`src/rtl/carp_sim_pkg.sv`:
```
// Shared definitions for the CARP run controller: run-state encoding and tohost mailbox constants.
package carp_sim_pkg;

   typedef enum logic [2:0] {
      ST_IDLE    = 3'd0,
      ST_RESET   = 3'd1,
      ST_RUN     = 3'd2,
      ST_DONE    = 3'd3,
      ST_TIMEOUT = 3'd4
   } run_state_t;

   localparam logic [31:0] TOHOST_PASS         = 32'd1;
   localparam logic [31:0] DEFAULT_TOHOST_ADDR = 32'h0000_1000;

   function automatic logic is_terminal(input run_state_t s);
      return (s == ST_DONE) || (s == ST_TIMEOUT);
   endfunction

endpackage

```
`src/rtl/carp_tohost_mon.sv`:
```
// Single-hart tohost detector: latches the first odd-valued store to the mailbox while enabled,
// and exposes this cycle's qualifying write so the controller can act on the same edge.
module carp_tohost_mon
   import carp_sim_pkg::*;
#(
   parameter int                 ADDR_W      = 32,
   parameter int                 DATA_W      = 32,
   parameter logic [ADDR_W-1:0]  TOHOST_ADDR = ADDR_W'(DEFAULT_TOHOST_ADDR)
) (
   input  logic              clk_i,
   input  logic              rst_i,
   input  logic              en_i,
   input  logic              we_i,
   input  logic [ADDR_W-1:0] addr_i,
   input  logic [DATA_W-1:0] wdata_i,
   output logic              done_o,
   output logic              fail_o,
   output logic [DATA_W-1:0] code_o,
   output logic              hit_o,
   output logic              hit_fail_o,
   output logic [DATA_W-1:0] hit_code_o
);

   logic              done_q, fail_q;
   logic [DATA_W-1:0] code_q;
   logic              done_d, fail_d;
   logic [DATA_W-1:0] code_d;
   logic              hit_s, hit_fail_s;
   logic [DATA_W-1:0] hit_code_s;

   // Even data is a console/heartbeat write, not a completion, so bit 0 qualifies the store.
   always_comb begin
      hit_s      = en_i & we_i & ~done_q & (addr_i == TOHOST_ADDR) & wdata_i[0];
      hit_fail_s = (wdata_i != DATA_W'(TOHOST_PASS));
      hit_code_s = hit_fail_s ? (wdata_i >> 1) : '0;
      if (hit_s) begin
         done_d = 1'b1;
         fail_d = hit_fail_s;
         code_d = hit_code_s;
      end else begin
         done_d = done_q;
         fail_d = fail_q;
         code_d = code_q;
      end
   end

   always_ff @(posedge clk_i) begin
      if (rst_i) begin
         done_q <= 1'b0;
         fail_q <= 1'b0;
         code_q <= '0;
      end else begin
         done_q <= done_d;
         fail_q <= fail_d;
         code_q <= code_d;
      end
   end

   assign done_o     = done_q;
   assign fail_o     = fail_q;
   assign code_o     = code_q;
   assign hit_o      = hit_s;
   assign hit_fail_o = hit_s & hit_fail_s;
   assign hit_code_o = hit_code_s;

endmodule

```
`src/rtl/carp_run_ctrl.sv`:
```
// Run controller: holds core reset, runs the cores while counting cycles, ends on tohost pass/fail or timeout.
// Optional simulation report and $finish are enabled by defining CARP_RUN_FINISH_EN.
module carp_run_ctrl
   import carp_sim_pkg::*;
#(
   parameter int                NUM_HARTS      = 1,
   parameter int                ADDR_W         = 32,
   parameter int                DATA_W         = 32,
   parameter logic [ADDR_W-1:0] TOHOST_ADDR    = ADDR_W'(DEFAULT_TOHOST_ADDR),
   parameter int                RST_CYCLES     = 2,
   parameter int                TIMEOUT_CYCLES = 1000,
   parameter int                CNT_W          = 32
) (
   input  logic                          CLK,
   input  logic                          RST,
   input  logic                          START,
   input  logic [NUM_HARTS-1:0]          MEM_WE,
   input  logic [NUM_HARTS*ADDR_W-1:0]   MEM_ADDR,
   input  logic [NUM_HARTS*DATA_W-1:0]   MEM_WDATA,
   output logic                          CORE_RST,
   output logic                          RUNNING,
   output logic                          DONE,
   output logic                          PASS,
   output logic                          TIMED_OUT,
   output logic [NUM_HARTS-1:0]          HART_DONE,
   output logic [DATA_W-1:0]             FAIL_CODE,
   output logic [CNT_W-1:0]              CYCLE_COUNT
);

   localparam int RC_W = (RST_CYCLES > 1) ? $clog2(RST_CYCLES) : 1;

   run_state_t        state_q;
   logic [RC_W-1:0]   rst_cnt_q;
   logic              core_rst_q, running_q, done_q, pass_q, timed_out_q;
   logic [DATA_W-1:0] fail_code_q;
   logic [CNT_W-1:0]  cycle_count_q;

   logic                 run_s;
   logic [NUM_HARTS-1:0] hart_done_s, hart_fail_s, hart_hit_s, hart_hit_fail_s;
   logic [DATA_W-1:0]    hart_code_s     [NUM_HARTS];
   logic [DATA_W-1:0]    hart_hit_code_s [NUM_HARTS];
   logic [NUM_HARTS-1:0] hart_done_d;
   logic                 any_fail_d, failed_s, all_done_d;
   logic [DATA_W-1:0]    fail_code_d;

   assign run_s = (state_q == ST_RUN);

   for (genvar h = 0; h < NUM_HARTS; h++) begin : g_mon
      carp_tohost_mon #(
         .ADDR_W      (ADDR_W),
         .DATA_W      (DATA_W),
         .TOHOST_ADDR (TOHOST_ADDR)
      ) u_mon (
         .clk_i      (CLK),
         .rst_i      (RST),
         .en_i       (run_s),
         .we_i       (MEM_WE[h]),
         .addr_i     (MEM_ADDR[h*ADDR_W +: ADDR_W]),
         .wdata_i    (MEM_WDATA[h*DATA_W +: DATA_W]),
         .done_o     (hart_done_s[h]),
         .fail_o     (hart_fail_s[h]),
         .code_o     (hart_code_s[h]),
         .hit_o      (hart_hit_s[h]),
         .hit_fail_o (hart_hit_fail_s[h]),
         .hit_code_o (hart_hit_code_s[h])
      );
   end

   // Post-edge view of all harts; walking high-to-low leaves the lowest failing hart's code.
   always_comb begin
      hart_done_d = '0;
      any_fail_d  = 1'b0;
      failed_s    = 1'b0;
      fail_code_d = '0;
      for (int h = NUM_HARTS - 1; h >= 0; h--) begin
         hart_done_d[h] = hart_done_s[h] | hart_hit_s[h];
         failed_s       = hart_fail_s[h] | hart_hit_fail_s[h];
         any_fail_d     = any_fail_d | failed_s;
         fail_code_d    = failed_s ? (hart_done_s[h] ? hart_code_s[h] : hart_hit_code_s[h])
                                   : fail_code_d;
      end
      all_done_d = &hart_done_d;
   end

   // Run sequencer; completion is tested before the timeout so a last write on the final cycle wins.
   always_ff @(posedge CLK) begin
      if (RST) begin
         state_q       <= ST_IDLE;
         rst_cnt_q     <= '0;
         core_rst_q    <= 1'b1;
         running_q     <= 1'b0;
         done_q        <= 1'b0;
         pass_q        <= 1'b0;
         timed_out_q   <= 1'b0;
         fail_code_q   <= '0;
         cycle_count_q <= '0;
      end else begin
         case (state_q)
            ST_IDLE: begin
               if (START) begin
                  state_q       <= ST_RESET;
                  rst_cnt_q     <= '0;
                  cycle_count_q <= '0;
               end
            end
            ST_RESET: begin
               if (rst_cnt_q == RC_W'(RST_CYCLES - 1)) begin
                  state_q       <= ST_RUN;
                  core_rst_q    <= 1'b0;
                  running_q     <= 1'b1;
                  cycle_count_q <= '0;
               end else begin
                  rst_cnt_q <= rst_cnt_q + RC_W'(1);
               end
            end
            ST_RUN: begin
               if (all_done_d) begin
                  state_q     <= ST_DONE;
                  core_rst_q  <= 1'b1;
                  running_q   <= 1'b0;
                  done_q      <= 1'b1;
                  pass_q      <= ~any_fail_d;
                  fail_code_q <= fail_code_d;
               end else if (cycle_count_q == CNT_W'(TIMEOUT_CYCLES - 1)) begin
                  state_q     <= ST_TIMEOUT;
                  core_rst_q  <= 1'b1;
                  running_q   <= 1'b0;
                  done_q      <= 1'b1;
                  pass_q      <= 1'b0;
                  timed_out_q <= 1'b1;
                  fail_code_q <= fail_code_d;
               end else begin
                  cycle_count_q <= cycle_count_q + CNT_W'(1);
               end
            end
            ST_DONE, ST_TIMEOUT: begin
               state_q <= state_q;
            end
            default: begin
               state_q    <= ST_IDLE;
               core_rst_q <= 1'b1;
               running_q  <= 1'b0;
            end
         endcase
      end
   end

   assign CORE_RST    = core_rst_q;
   assign RUNNING     = running_q;
   assign DONE        = done_q;
   assign PASS        = pass_q;
   assign TIMED_OUT   = timed_out_q;
   assign HART_DONE   = hart_done_s;
   assign FAIL_CODE   = fail_code_q;
   assign CYCLE_COUNT = cycle_count_q;

`ifdef CARP_RUN_FINISH_EN
   logic reported_q, finish_q;

   // Simulation-only: report once on reaching a terminal state, then end the run a cycle later.
   always @(posedge CLK) begin
      if (RST) begin
         reported_q <= 1'b0;
         finish_q   <= 1'b0;
      end else begin
         if (finish_q) begin
            $finish;
         end
         if (is_terminal(state_q) && !reported_q) begin
            reported_q <= 1'b1;
            finish_q   <= 1'b1;
            $display("carp_run_ctrl: %s cycles=%0d fail_code=%0d hart_done=%b",
                     timed_out_q ? "TIMEOUT" : (pass_q ? "PASS" : "FAIL"),
                     cycle_count_q, fail_code_q, hart_done_s);
         end
      end
   end
`else
   // Synthesis build: no reporting logic.
`endif

endmodule

```
`config.mk`:
```
export PLATFORM = sky130hd
export DESIGN_NAME = carp_run_ctrl
export DESIGN_NICKNAME = d
export VERILOG_FILES = /design/src/rtl/carp_sim_pkg.sv /design/src/rtl/carp_tohost_mon.sv /design/src/rtl/carp_run_ctrl.sv
export SDC_FILE = /design/constraint.sdc
export NUM_CORES = 1
export LEC_CHECK = 0
export CAP_MARGIN = 30
export CORE_ASPECT_RATIO = 2
export CORE_MARGIN = 1.5
export CORE_UTILIZATION = 52
export DETAILED_ROUTE_END_ITERATION = 16
export GPL_TIMING_DRIVEN = 0
export PLACE_DENSITY = 0.95
export SLEW_MARGIN = 20
export SYNTH_ARGS = -nofsm -noshare
export SYNTH_HDL_FRONTEND = slang
export SYNTH_SLANG_ARGS = --single-unit
```
`constraint.sdc`:
```
create_clock -name CLK -period 3.51 [get_ports CLK]
set_input_delay 0.702 -clock CLK [delete_from_list [all_inputs] [get_ports CLK]]
set_output_delay 0.702 -clock CLK [all_outputs]
set_load 0.03 [all_outputs]
```
==> run summary <==
Clk_skew: 0.00539 ns
Crit. End Element: flip-flop
Pin count of the biggest net entering global routing: 17
Most frequent cell after synthesis: nand2_1
Logic pwr share: 8.6%
Clock sinks: 105
Setup crit start kind: flip-flop
Layout cells sized above 1: 10.3%
Synth top cells by count: nand2_1 (115), dfxtp_1 (105), a21oi_1 (91)
Sequential area share after synthesis: 42.1%
Die area: 10200 um^2
Syn nets: 681
IO Port Bufs: 136
Area share of the leading cell type in the synthesized netlist: 42.1%
Detail Route Antenna Nets: 0
Leakage power: 2.19 nW
Internal power: 0.00195 W
Min-Delay Path Class: flip-flop to flip-flop
Cts bufs inserted: 9
# hold bufs at CTS: 0
Vias in the first global route: 5524
Initial Util: 53.6%
Fin crit share: 94.8%
Clk network pwr share: 43.4%
Total Nets Final: 829
Yosys cell types: 59
CP Max Fanout: 10
WL per Instance: 19.0 um
DRC viols: 0
Final Hold Vio Count: 0
Core area: 9320 um^2
Via density: 6.29
Sequential Power Share: 48.0%
P&R area growth vs syn: 36.3%
DRT iter0 DRCs: 541
Clock Tree Buf Depth: 2
# resized after CTS: 0
Worst Path Required: 3.78 ns
Cells after synthesis: 612
Worst EP arrival: 3.60 ns
Initial antenna violation count: 0
Final slew viol count: 0
Via count: 5463
Max VDD drop: 332 uV
Leading area contributor after synthesis: dfxtp_1
Die width: 72.3 um
Setup TNS: 0 ns
Row cnt: 50
Post-Route WL: 16500 um
Min Tclk post-route: 3.33 ns
Congestion Overflow GR: 0
Ys flop type: dfxtp_1
Flops & latches, synth: 105
Multi-input gate area: 2650 um^2
CTS tree: built
GPL Wtd Cong: 0.944
Max_cap viols: 0
Sw Pwr: 0.000555 W
Fill count: 679
Number of enable flip-flop cells after synthesis: 0
DP Wirelength: 12100 um
Slew HR: 37.1%
Worst-path clk slew: 0.07 ns
Io pins: 138
Worst-margin pin slew: 0.936 ns
Storage cell area: 2100 um^2
Post-CTS Setup Inserts: 0
Top cells by area, synth: dfxtp_1 (42%), a21oi_1 (9.1%), nand2_1 (8.6%), mux2_2 (7.4%), nand3_1 (3.8%)
Root Buffer: clkbuf_16
Diode count: 0
Skew-Pair Late Insertion Delay: 0.35 ns
Post-synth ARST share: 0%
Final setup violation count: 0
Status: completed
Avg Cell Area, Syn: 8.16 um^2
Fmax: 0.300 GHz
H-Tree Depth: 3
Total GRT Usage: 33.0%
Synth warn: 0
Global-route wire length before repair: 26500 um
Chip height: 142 um
Sw Ratio: 22.2%
Power Density: 367 nW/um^2
Critical path type: flip-flop to flip-flop
Synthesized area: 5000 um^2
DRT Pass-1 Iters: 8
RSZ-0062 raised after global routing: no
Design Power: 0.00250 W
state kept, by name (all words and copies together) (netlist names), 3 cells and up:
name and cells:
CYCLE_COUNT 32, FAIL_CODE 31, g_mon.u_mon.code_o 31, state_q 3
cells by family after synthesis:
kind of cell    count (synthesis)  share of synthesized area [%]
simple gates                  269                           27.2
fa+ha+maj                       1                          0.250
flops                         105                           42.1
mux                            34                           7.64
xor+xnor                        1                          0.175
buf+inv                        54                           4.83
compound gates                147                           17.8
other cells                     1                         0.0751
path summary, 6_finish.rpt:
| path | slack, ns | end | cells past startpoint | start |
|---|---|---|---|---|
| setup reg to reg | 0.18 | FAIL_CODE[11] | 9 | CYCLE_COUNT[0] |
| hold reg to reg | 0.46 | g_mon[0].u_mon.code_o[27] | 2 | g_mon[0].u_mon.code_o[27] |
| hold / removal | 0.46 | g_mon[0].u_mon.code_o[27] | 2 | g_mon[0].u_mon.code_o[27] |
| setup / recovery | 0.18 | FAIL_CODE[11] | 9 | CYCLE_COUNT[0] |
critical path, cell delays in order, from the launching register on:
cell	delay, ns
dfxtp_1	0.46
ha_1	0.31
nor4b_1	0.31
nand4_1	0.14
nor3_1	0.73
o31a_1	0.37
buf_2	0.32
buf_2	0.29
nand3_1	0.13
a21oi_1	0.18
layout by cell type, fill, tap and decap left out, types with 3 or more instances in the layout:
cell type / n
a21oi_1: 91
a31oi_1: 3
and3_1: 3
and4_1: 4
buf_1: 3
buf_2: 14
clkbuf_1: 22
clkbuf_16: 9
clkdlybuf4s50_1: 136
dfxtp_1: 105
inv_1: 12
mux2_2: 33
nand2_1: 115
nand3_1: 38
nand3b_1: 3
nand4_1: 21
nor2_1: 22
nor3_1: 8
nor4_1: 17
nor4b_1: 5
o21a_1: 3
o21ai_0: 16
o21ai_1: 7
o31a_1: 4
o31ai_1: 5
or3_1: 16
or4_1: 3
metrics by stage:
| stage | worst slack (ns) | hold slack [ns] | area [um^2] | std cells | utilization, % |
|---|---|---|---|---|---|
| global route | 0.145 | 0.477 | 6810 | 868 | 73.1 |
| global placement | 0.0287 | 0.438 | 6490 | 852 | 69.6 |
| finish | 0.181 | 0.458 | 6810 | 868 | 73.1 |
| CTS | 0.246 | 0.456 | 6810 | 868 | 73.1 |
| detailed placement | 0.205 | 0.447 | 6490 | 853 | 69.7 |
| floorplan | 1.05 | 0.433 | 5000 | 612 | - |
cell type report:
type / instances / area share (%)
timing repair buffer: 137 / 20.1
tap: 104 / 1.91
clock inverter: 5 / 1.18
multi-input combinational: 453 / 38.9
clock buffer: 10 / 3.51
sequential: 105 / 30.9
inverter: 12 / 0.661
buffer: 42 / 2.88
power groups by stage:
| stage | clock network (W) | registers [W] | logic [W] |
|---|---|---|---|
| after global placement | 0 | 0.00123 | 0.000202 |
| after floorplan | 0 | 0.00123 | 0.0000865 |
| final | 0.00109 | 0.00120 | 0.000214 |
| after detailed placement | 0 | 0.00123 | 0.000208 |
| after CTS | 0.00109 | 0.00120 | 0.000210 |
| after global routing | 0.00114 | 0.00120 | 0.000226 |
routing by layer:
| layer | share of wire (%) | track usage [%] | wire length (um) | vias to the layer above |
|---|---|---|---|---|
| li1 | - | - | - | 2494 |
| met1 | 33 | 32.1 | 5420 | 2562 |
| met2 | 55 | 60.9 | 9100 | 315 |
| met3 | 6.4 | 6.68 | 1060 | 92 |
| met4 | 5.4 | 20.7 | 894 | 0 |
| met5 | 0 | 0 | 0 | - |
Note: power is estimated with default switching activity, not from simulation.
